==> src/rtl/plat_collide_scan_pkg.sv <==
// Shared parameters, state encoding and result record for the platform landing scanner.
// Optional head-bump detection is enabled with the COLLIDE_CEIL_EN macro.
package plat_pkg;

  localparam int PLAT_NUM  = 7;
  localparam int PHY_WIDTH = 16;
  localparam int LEN_WIDTH = 4;
  localparam int TILE_W    = 16;
  localparam int PLAT_H    = 8;
  localparam int PLAYER_W  = 32;

  localparam int IDX_W = $clog2(PLAT_NUM);
  // One extra bit so top/right/hitbox-right never wrap.
  localparam int EXT_W = PHY_WIDTH + 1;

  typedef logic [PHY_WIDTH-1:0] coord_t;
  typedef logic [EXT_W-1:0]     ext_t;
  typedef logic [IDX_W-1:0]     idx_t;
  typedef logic [LEN_WIDTH-1:0] len_t;

  typedef enum logic [1:0] {
    S_IDLE = 2'd0,
    S_SCAN = 2'd1,
    S_DONE = 2'd2
  } state_t;

  typedef struct packed {
    logic   hit;
    idx_t   hit_idx;
    coord_t land_y;
    logic   ceil_hit;
    idx_t   ceil_idx;
  } result_t;

endpackage

==> src/rtl/plat_collide_scan_if.sv <==
// Request/response bundle between the physics tick controller and the landing scanner.
// Platform tables travel here too since they are read live during the scan.
interface plat_collide_scan_if;
  import plat_pkg::*;

  logic                          start;
  logic                          block_switch;
  coord_t                        player_x;
  coord_t                        player_y;
  coord_t                        player_prev_y;
  logic [PLAT_NUM*PHY_WIDTH-1:0] plat_x;
  logic [PLAT_NUM*PHY_WIDTH-1:0] plat_y;
  logic [PLAT_NUM*LEN_WIDTH-1:0] plat_len;

  logic                          busy;
  logic                          result_valid;
  logic                          hit;
  idx_t                          hit_idx;
  coord_t                        land_y;
  logic                          ceil_hit;
  idx_t                          ceil_idx;

  modport master (
    output start, block_switch, player_x, player_y, player_prev_y,
           plat_x, plat_y, plat_len,
    input  busy, result_valid, hit, hit_idx, land_y, ceil_hit, ceil_idx
  );

  modport slave (
    input  start, block_switch, player_x, player_y, player_prev_y,
           plat_x, plat_y, plat_len,
    output busy, result_valid, hit, hit_idx, land_y, ceil_hit, ceil_idx
  );

endinterface

==> src/rtl/plat_collide_scan_hit_check.sv <==
// Combinational test of one platform against the player's foot/head motion.
// The head-bump output exists only when COLLIDE_CEIL_EN is defined.
module plat_hit_check
  import plat_pkg::*;
(
  input  coord_t px,
  input  coord_t py,
  input  coord_t pprev,
  input  coord_t x,
  input  coord_t y,
  input  len_t   len,
  output logic   hit,
  output ext_t   top
`ifdef COLLIDE_CEIL_EN
  ,
  output logic   ceil
`endif
);

  ext_t right, pl, pr;
  logic occupied, x_ovl;

  assign occupied = |len;
  assign top      = ext_t'(y) + ext_t'(PLAT_H);
  assign right    = ext_t'(x) + ext_t'(len) * ext_t'(TILE_W);
  assign pl       = ext_t'(px);
  assign pr       = pl + ext_t'(PLAYER_W);
  assign x_ovl    = (pr > ext_t'(x)) && (pl < right);

  // Crossing the top from above or resting on it; a rising player can never satisfy both bounds.
  assign hit = occupied && x_ovl && (ext_t'(pprev) >= top) && (ext_t'(py) <= top);

`ifdef COLLIDE_CEIL_EN
  ext_t head, prev_head;
  assign head      = ext_t'(py) + ext_t'(PLAYER_W);
  assign prev_head = ext_t'(pprev) + ext_t'(PLAYER_W);
  assign ceil = occupied && x_ovl && (py > pprev) &&
                (prev_head <= ext_t'(y)) && (head >= ext_t'(y));
`endif

endmodule

==> src/rtl/plat_collide_scan.sv <==
// Serial landing scanner: one platform per cycle, reports the highest platform landed on.
// Define COLLIDE_CEIL_EN to also report the lowest platform bumped while rising.
module plat_collide_scan
  import plat_pkg::*;
(
  input  logic               sys_clk,
  input  logic               sys_rst_n,
  plat_collide_scan_if.slave bus
);

  state_t  state, state_n;
  idx_t    idx;
  coord_t  px_q, py_q, pprev_q;
  logic    accept, finish;

  coord_t  cur_x, cur_y;
  len_t    cur_len;
  logic    chk_hit;
  ext_t    chk_top;

  logic    best_hit;
  idx_t    best_idx;
  ext_t    best_top;

  result_t res_q;
  logic    rv_q;

  // Tables are not latched; the slot under test is picked live by idx.
  assign cur_x   = bus.plat_x[int'(idx)*PHY_WIDTH +: PHY_WIDTH];
  assign cur_y   = bus.plat_y[int'(idx)*PHY_WIDTH +: PHY_WIDTH];
  assign cur_len = bus.plat_len[int'(idx)*LEN_WIDTH +: LEN_WIDTH];

`ifdef COLLIDE_CEIL_EN
  logic   chk_ceil;
  logic   best_ceil;
  idx_t   best_cidx;
  coord_t best_cy;
`endif

  plat_hit_check u_chk (
    .px    (px_q),
    .py    (py_q),
    .pprev (pprev_q),
    .x     (cur_x),
    .y     (cur_y),
    .len   (cur_len),
    .hit   (chk_hit),
    .top   (chk_top)
`ifdef COLLIDE_CEIL_EN
    ,
    .ceil  (chk_ceil)
`endif
  );

  always_ff @(posedge sys_clk or negedge sys_rst_n) begin
    if (!sys_rst_n) state <= S_IDLE;
    else            state <= state_n;
  end

  always_comb begin
    state_n = state;
    accept  = 1'b0;
    finish  = 1'b0;
    unique case (state)
      S_IDLE: begin
        if (bus.start && !bus.block_switch) begin
          state_n = S_SCAN;
          accept  = 1'b1;
        end
      end
      S_SCAN: begin
        if (bus.block_switch)                   state_n = S_IDLE;
        else if (idx == idx_t'(PLAT_NUM - 1))   state_n = S_DONE;
      end
      S_DONE: begin
        state_n = S_IDLE;
        finish  = !bus.block_switch;
      end
      default: state_n = S_IDLE;
    endcase
  end

  always_ff @(posedge sys_clk or negedge sys_rst_n) begin
    if (!sys_rst_n) begin
      idx      <= '0;
      px_q     <= '0;
      py_q     <= '0;
      pprev_q  <= '0;
      best_hit <= 1'b0;
      best_idx <= '0;
      best_top <= '0;
      res_q    <= '0;
      rv_q     <= 1'b0;
`ifdef COLLIDE_CEIL_EN
      best_ceil <= 1'b0;
      best_cidx <= '0;
      best_cy   <= '0;
`endif
    end else begin
      rv_q <= finish;
      if (accept) begin
        idx      <= '0;
        px_q     <= bus.player_x;
        py_q     <= bus.player_y;
        pprev_q  <= bus.player_prev_y;
        best_hit <= 1'b0;
        best_idx <= '0;
        best_top <= '0;
`ifdef COLLIDE_CEIL_EN
        best_ceil <= 1'b0;
        best_cidx <= '0;
        best_cy   <= '0;
`endif
      end else if (state == S_SCAN) begin
        idx <= idx + 1'b1;
        // Strict compares keep the lower index on ties.
        if (chk_hit && (!best_hit || chk_top > best_top)) begin
          best_hit <= 1'b1;
          best_idx <= idx;
          best_top <= chk_top;
        end
`ifdef COLLIDE_CEIL_EN
        if (chk_ceil && (!best_ceil || cur_y < best_cy)) begin
          best_ceil <= 1'b1;
          best_cidx <= idx;
          best_cy   <= cur_y;
        end
`endif
      end
      if (finish) begin
        res_q.hit     <= best_hit;
        res_q.hit_idx <= best_idx;
        res_q.land_y  <= best_top[PHY_WIDTH-1:0];
`ifdef COLLIDE_CEIL_EN
        res_q.ceil_hit <= best_ceil;
        res_q.ceil_idx <= best_cidx;
`else
        res_q.ceil_hit <= 1'b0;
        res_q.ceil_idx <= '0;
`endif
      end
    end
  end

  assign bus.busy         = (state != S_IDLE);
  assign bus.result_valid = rv_q;
  assign bus.hit          = res_q.hit;
  assign bus.hit_idx      = res_q.hit_idx;
  assign bus.land_y       = res_q.land_y;
  assign bus.ceil_hit     = res_q.ceil_hit;
  assign bus.ceil_idx     = res_q.ceil_idx;

endmodule

==> src/flat_wrapper.sv <==
// flat-port wrapper written by rule: the top's interface ports become plain ports
module plat_collide_scan_flat import plat_pkg::*;
  (sys_clk, sys_rst_n, bus_start, bus_block_switch, bus_player_x, bus_player_y, bus_player_prev_y, bus_plat_x, bus_plat_y, bus_plat_len, bus_busy, bus_result_valid, bus_hit, bus_hit_idx, bus_land_y, bus_ceil_hit, bus_ceil_idx);
  plat_collide_scan_if bus_i ();
  input  logic sys_clk;
  input  logic sys_rst_n;
  input wire logic [$bits(bus_i.start)-1:0] bus_start;
  input wire logic [$bits(bus_i.block_switch)-1:0] bus_block_switch;
  input wire logic [$bits(bus_i.player_x)-1:0] bus_player_x;
  input wire logic [$bits(bus_i.player_y)-1:0] bus_player_y;
  input wire logic [$bits(bus_i.player_prev_y)-1:0] bus_player_prev_y;
  input wire logic [$bits(bus_i.plat_x)-1:0] bus_plat_x;
  input wire logic [$bits(bus_i.plat_y)-1:0] bus_plat_y;
  input wire logic [$bits(bus_i.plat_len)-1:0] bus_plat_len;
  output wire logic [$bits(bus_i.busy)-1:0] bus_busy;
  output wire logic [$bits(bus_i.result_valid)-1:0] bus_result_valid;
  output wire logic [$bits(bus_i.hit)-1:0] bus_hit;
  output wire logic [$bits(bus_i.hit_idx)-1:0] bus_hit_idx;
  output wire logic [$bits(bus_i.land_y)-1:0] bus_land_y;
  output wire logic [$bits(bus_i.ceil_hit)-1:0] bus_ceil_hit;
  output wire logic [$bits(bus_i.ceil_idx)-1:0] bus_ceil_idx;
  assign bus_i.start = bus_start;
  assign bus_i.block_switch = bus_block_switch;
  assign bus_i.player_x = bus_player_x;
  assign bus_i.player_y = bus_player_y;
  assign bus_i.player_prev_y = bus_player_prev_y;
  assign bus_i.plat_x = bus_plat_x;
  assign bus_i.plat_y = bus_plat_y;
  assign bus_i.plat_len = bus_plat_len;
  assign bus_busy = bus_i.busy;
  assign bus_result_valid = bus_i.result_valid;
  assign bus_hit = bus_i.hit;
  assign bus_hit_idx = bus_i.hit_idx;
  assign bus_land_y = bus_i.land_y;
  assign bus_ceil_hit = bus_i.ceil_hit;
  assign bus_ceil_idx = bus_i.ceil_idx;
  plat_collide_scan u_core (.sys_clk(sys_clk), .sys_rst_n(sys_rst_n), .bus(bus_i));
endmodule
==> config.mk <==
export PLATFORM = sky130hd
export DESIGN_NAME = plat_collide_scan_flat
export DESIGN_NICKNAME = d
export VERILOG_FILES = /design/src/rtl/plat_collide_scan_pkg.sv /design/src/rtl/plat_collide_scan_if.sv /design/src/rtl/plat_collide_scan_hit_check.sv /design/src/rtl/plat_collide_scan.sv /design/src/flat_wrapper.sv
export SDC_FILE = /design/constraint.sdc
export NUM_CORES = 1
export LEC_CHECK = 0
export CAP_MARGIN = 10
export CORE_UTILIZATION = 42
export CTS_CLUSTER_DIAMETER = 120
export DETAILED_ROUTE_END_ITERATION = 10
export PLACE_DENSITY = 0.89
export SYNTH_ARGS = -nofsm -noshare
export SYNTH_HDL_FRONTEND = slang
export SYNTH_HIERARCHICAL = 1
export SYNTH_SLANG_ARGS = --single-unit
==> constraint.sdc <==
create_clock -name sys_clk -period 9.9 [get_ports sys_clk]
set_clock_uncertainty 0.1 [all_clocks]
set_input_delay 1.98 -clock sys_clk [delete_from_list [all_inputs] [get_ports sys_clk]]
set_output_delay 1.98 -clock sys_clk [all_outputs]
set_load 0.005 [all_outputs]
==> flow_summary.yaml <==
placed_design:
  portBuffers: 325
  detailed_place_hpwl_um: 21800
  dp.cells: 1376
  gp_congestion: 0.918
yosys:
  async_flop_share_pct: 100
  yosys_warnings: 6
  synth_edf_count: 0
  synth_top_area_share_pct: 28.8
  yosysTopAreaCell: "dfrtp_1"
  synth_cell_types: 55
  ys_seq_area_share_pct: 28.8
  post_synth.cell_area_avg_um2: 9.98
  synth-main-ff-cell: "dfrtp_1"
  netlist_area_um2: 8260
  ys_ff_latch: 95
  syn_inst: 828
  yosys-top-cells-area: "dfrtp_1 29%, ha_1 13%, mux4_2 9.8%"
grt:
  antenna_found_initial: 0
  grt_max_degree: 79
  grt_overflow_total: 0
  grt_pass1_wl_um: 42000
  grt_use_total_pct: 27.4
  grt_pass1_vias: 7982
floorplanning:
  io_pins: 330
  core_area_um2: 19000
  die-area_um2: 20200
  die_h_um: 142
  fp.dieW_um: 142
  initial_core_util_pct: 43.4
  rows: 50
pwr:
  pwr-share-seq_pct: 21.3
  comb_power_share_pct: 64.8
  netSwitchingPower_uw: 1220
  swShare_pct: 44.4
  p_leak_uw: 0.00508
  power.density_nw_per_um2: 230
  p_clk_share_pct: 13.9
  ir_drop_mv: 0.134
  intPower_uw: 1530
final_layout:
  fin_nets: 1517
  drive_gt1_share_pct: 14.3
  diodes: 0
  fin_cells: 1392
  fillers: 1552
  syn_to_final_growth_pct: 45.2
setup_path:
  cpPeakStageDelay_ns: 0.80
  critical_path_buf_inv_count: 2
  cp_data_required_time_ns: 10.04
  path_class: "in2reg"
  end_kind: "register"
  crit_family: "compound AO/OA/AOI/OAI gates"
  cpMaxStageDelayCell: "a31oi_4"
  critPathLaunchType: "primary input"
  critPathArrivalTime_ns: 7.42
  cp_max_fo: 20
  path_cells: "clkdlybuf4s50_1 -> mux4_2 -> nor2_1 -> a21oi_1 -> ha_1 -> and3_1 -> nand2_1 -> nor2_1 -> xor2_1 -> inv_1 -> ha_1 -> nand2_1 -> o21ai_1 -> a41o_1 -> nand4_1 -> o21ai_0 -> nor4b_2 -> o211ai_1 -> a31oi_4 -> mux2_4"
sta:
  setup_viol: 0
  fin_crit_ns: 7.29
  worst_slew_pin_slew_ns: 0.979
  finalCritPeriodShare_pct: 73.6
  rsz0062_at_grt: "false"
  hold_viol: 0
  max_slew_margin_pct: 34.8
  report.final.slew_viol_count: 0
  fmax_mhz: 137
  final.setup.tns_ns: 0
clock_network:
  clock_latency_ns: 0.35
  ctsResizeCount: 0
  clk_path_buf_depth: 2
  path_clk_slew_ns: 0.07
  cts_tree: "built"
  cts.sinks: 95
  cts_made_buffers: 9
  root_buffer: "clkbuf_16"
  hold_buffers: 0
  h-tree-depth: 3
  post_cts_buffers: 0
route:
  vias_per_cell: 5.54
  routed.top_layer: "met4"
  drc: 0
  final_antenna_net_count: 0
  wl_met3_um: 1840
  vias: 7708
  finalWirelength_um: 27000
  drt_iter0_drc: 595
  first_pass_iters: 5
  wl_met2_um: 13000
  wl_met1_um: 11500
  wl_per_cell_um: 19.4
status:
  status: "finished clean"
run:
  maxCapViolations: 0
min_path:
  min_path_type: "reg2reg"
==> worst paths after layout <==
path | startpoint | endpoint | slack [ns] | cells after the start
max | bus_plat_y[35] | u_core/best_top[4] | 2.61 | 20
min | u_core/pprev_q[0] | u_core/pprev_q[0] | 0.41 | 1
max reg2reg | u_core/idx[0] | u_core/best_top[4] | 3.38 | 19
min reg2reg | u_core/pprev_q[0] | u_core/pprev_q[0] | 0.41 | 1
max in group asynchronous | sys_rst_n | u_core/idx[0] | 6.98 | 2
min in group asynchronous | sys_rst_n | u_core/bus.hit_idx[1] | 1.38 | 1
==> cells in the mapped netlist, types with 7 or more instances <==
cell type	n
buf_4	9
buf_2	24
a21oi_1	98
xnor2_1	17
ha_1	85
mux2_4	18
o21ai_0	13
nand2_1	23
nand3_1	15
a21o_1	7
mux4_2	36
dfrtp_1	95
nor3_1	9
nor2b_1	7
clkbuf_1	10
mux2_2	69
inv_1	56
xor2_1	12
and3_1	7
nor2_1	105
mux2i_1	38
nand4_1	15
==> through the flow <==
step | power (uW) | hold WS, ns | cell area (um^2) | utilization, % | setup WS (ns)
3_3_place_gp | 2260 | 0.392 | 11700 | 61.4 | 2.67
2_1_floorplan | 1800 | 0.371 | 8270 | - | 4.05
5_1_grt | 2980 | 0.427 | 12000 | 63.1 | 2.35
4_1_cts | 2740 | 0.414 | 12000 | 63.1 | 2.82
3_5_place_dp | 2330 | 0.400 | 11700 | 61.4 | 2.51
6_report | 2760 | 0.414 | 12000 | 63.1 | 2.61
==> layout make-up <==
class	count	area, um^2	area share (%)
well taps	260	325	2.71
inverters	57	228	1.90
flip-flops and latches	95	2390	19.9
multi-input cells	632	5430	45.3
clock buffers	9	225	1.88
clock inverters	7	101	0.844
repair buffers	332	3300	27.5
==> worst reg2reg max path: stages, from the launching register on <==
cell and delay, ns:
dfrtp_4 0.65, buf_4 0.70, mux4_2 0.63, nor2_1 0.17, a21oi_1 0.10, ha_1 0.25
inv_1 0.07, fa_1 0.20, nor2b_1 0.08, o31ai_1 0.58, nor2_1 0.12, xnor2_1 0.17
ha_1 0.30, a211o_1 0.30, a31oi_1 0.15, a31oi_1 0.13, nor4b_2 0.33, o211ai_1 0.19
a31oi_4 0.80, mux2_4 0.37
==> registers in the layout, summed over array words and instances, names as in the netlist <==
name / cells
u_core/pprev_q: 16
u_core/bus.result_valid: 1
u_core/idx: 3
u_core/state: 2
u_core/best_hit: 1
u_core/bus.hit_idx: 3
u_core/bus.land_y: 16
u_core/bus.hit: 1
u_core/px_q: 16
u_core/best_idx: 3
u_core/py_q: 16
u_core/best_top: 17
==> layout by cell type, fill, tap and decap left out, types with 17 or more instances in the layout <==
cell type / synthesis / final
nor2_1: 105 / 105
mux2i_1: 38 / 38
xnor2_1: 17 / 17
nand2_1: 23 / 23
mux2_2: 69 / 69
mux2_4: 18 / 18
clkdlybuf4s50_1: 0 / 324
ha_1: 85 / 85
a21oi_1: 98 / 98
inv_1: 56 / 56
mux4_2: 36 / 36
dfrtp_1: 95 / 92
==> cell families after synthesis <==
logic type,Yosys count,share of synthesized area (%)
XOR/XNOR,29,3.07
AND/OR/NAND/NOR,203,11.8
buffers and inverters,104,5.85
AO/OA/AOI/OAI,149,10.3
adder cells (fa/ha/maj),86,13.1
multiplexers,161,27.1
flip-flops,95,28.8
other,1,0.0454
==> routing by layer <==
metal	vias up	global-route usage [%]
met1	3683	35.7
met5	-	0
met2	377	45.5
met3	64	5.22
li1	3584	-
met4	0	8.89
==> power groups by stage <==
| stage | clock network, uW | registers [uW] | logic, uW |
|---|---|---|---|
| after floorplan | 0 | 524 | 1270 |
| after global placement | 0 | 587 | 1670 |
| after detailed placement | 0 | 592 | 1740 |
| after CTS | 391 | 587 | 1760 |
| after global routing | 406 | 599 | 1980 |
| final | 383 | 587 | 1790 |
Note: power is estimated with default switching activity, not from simulation.
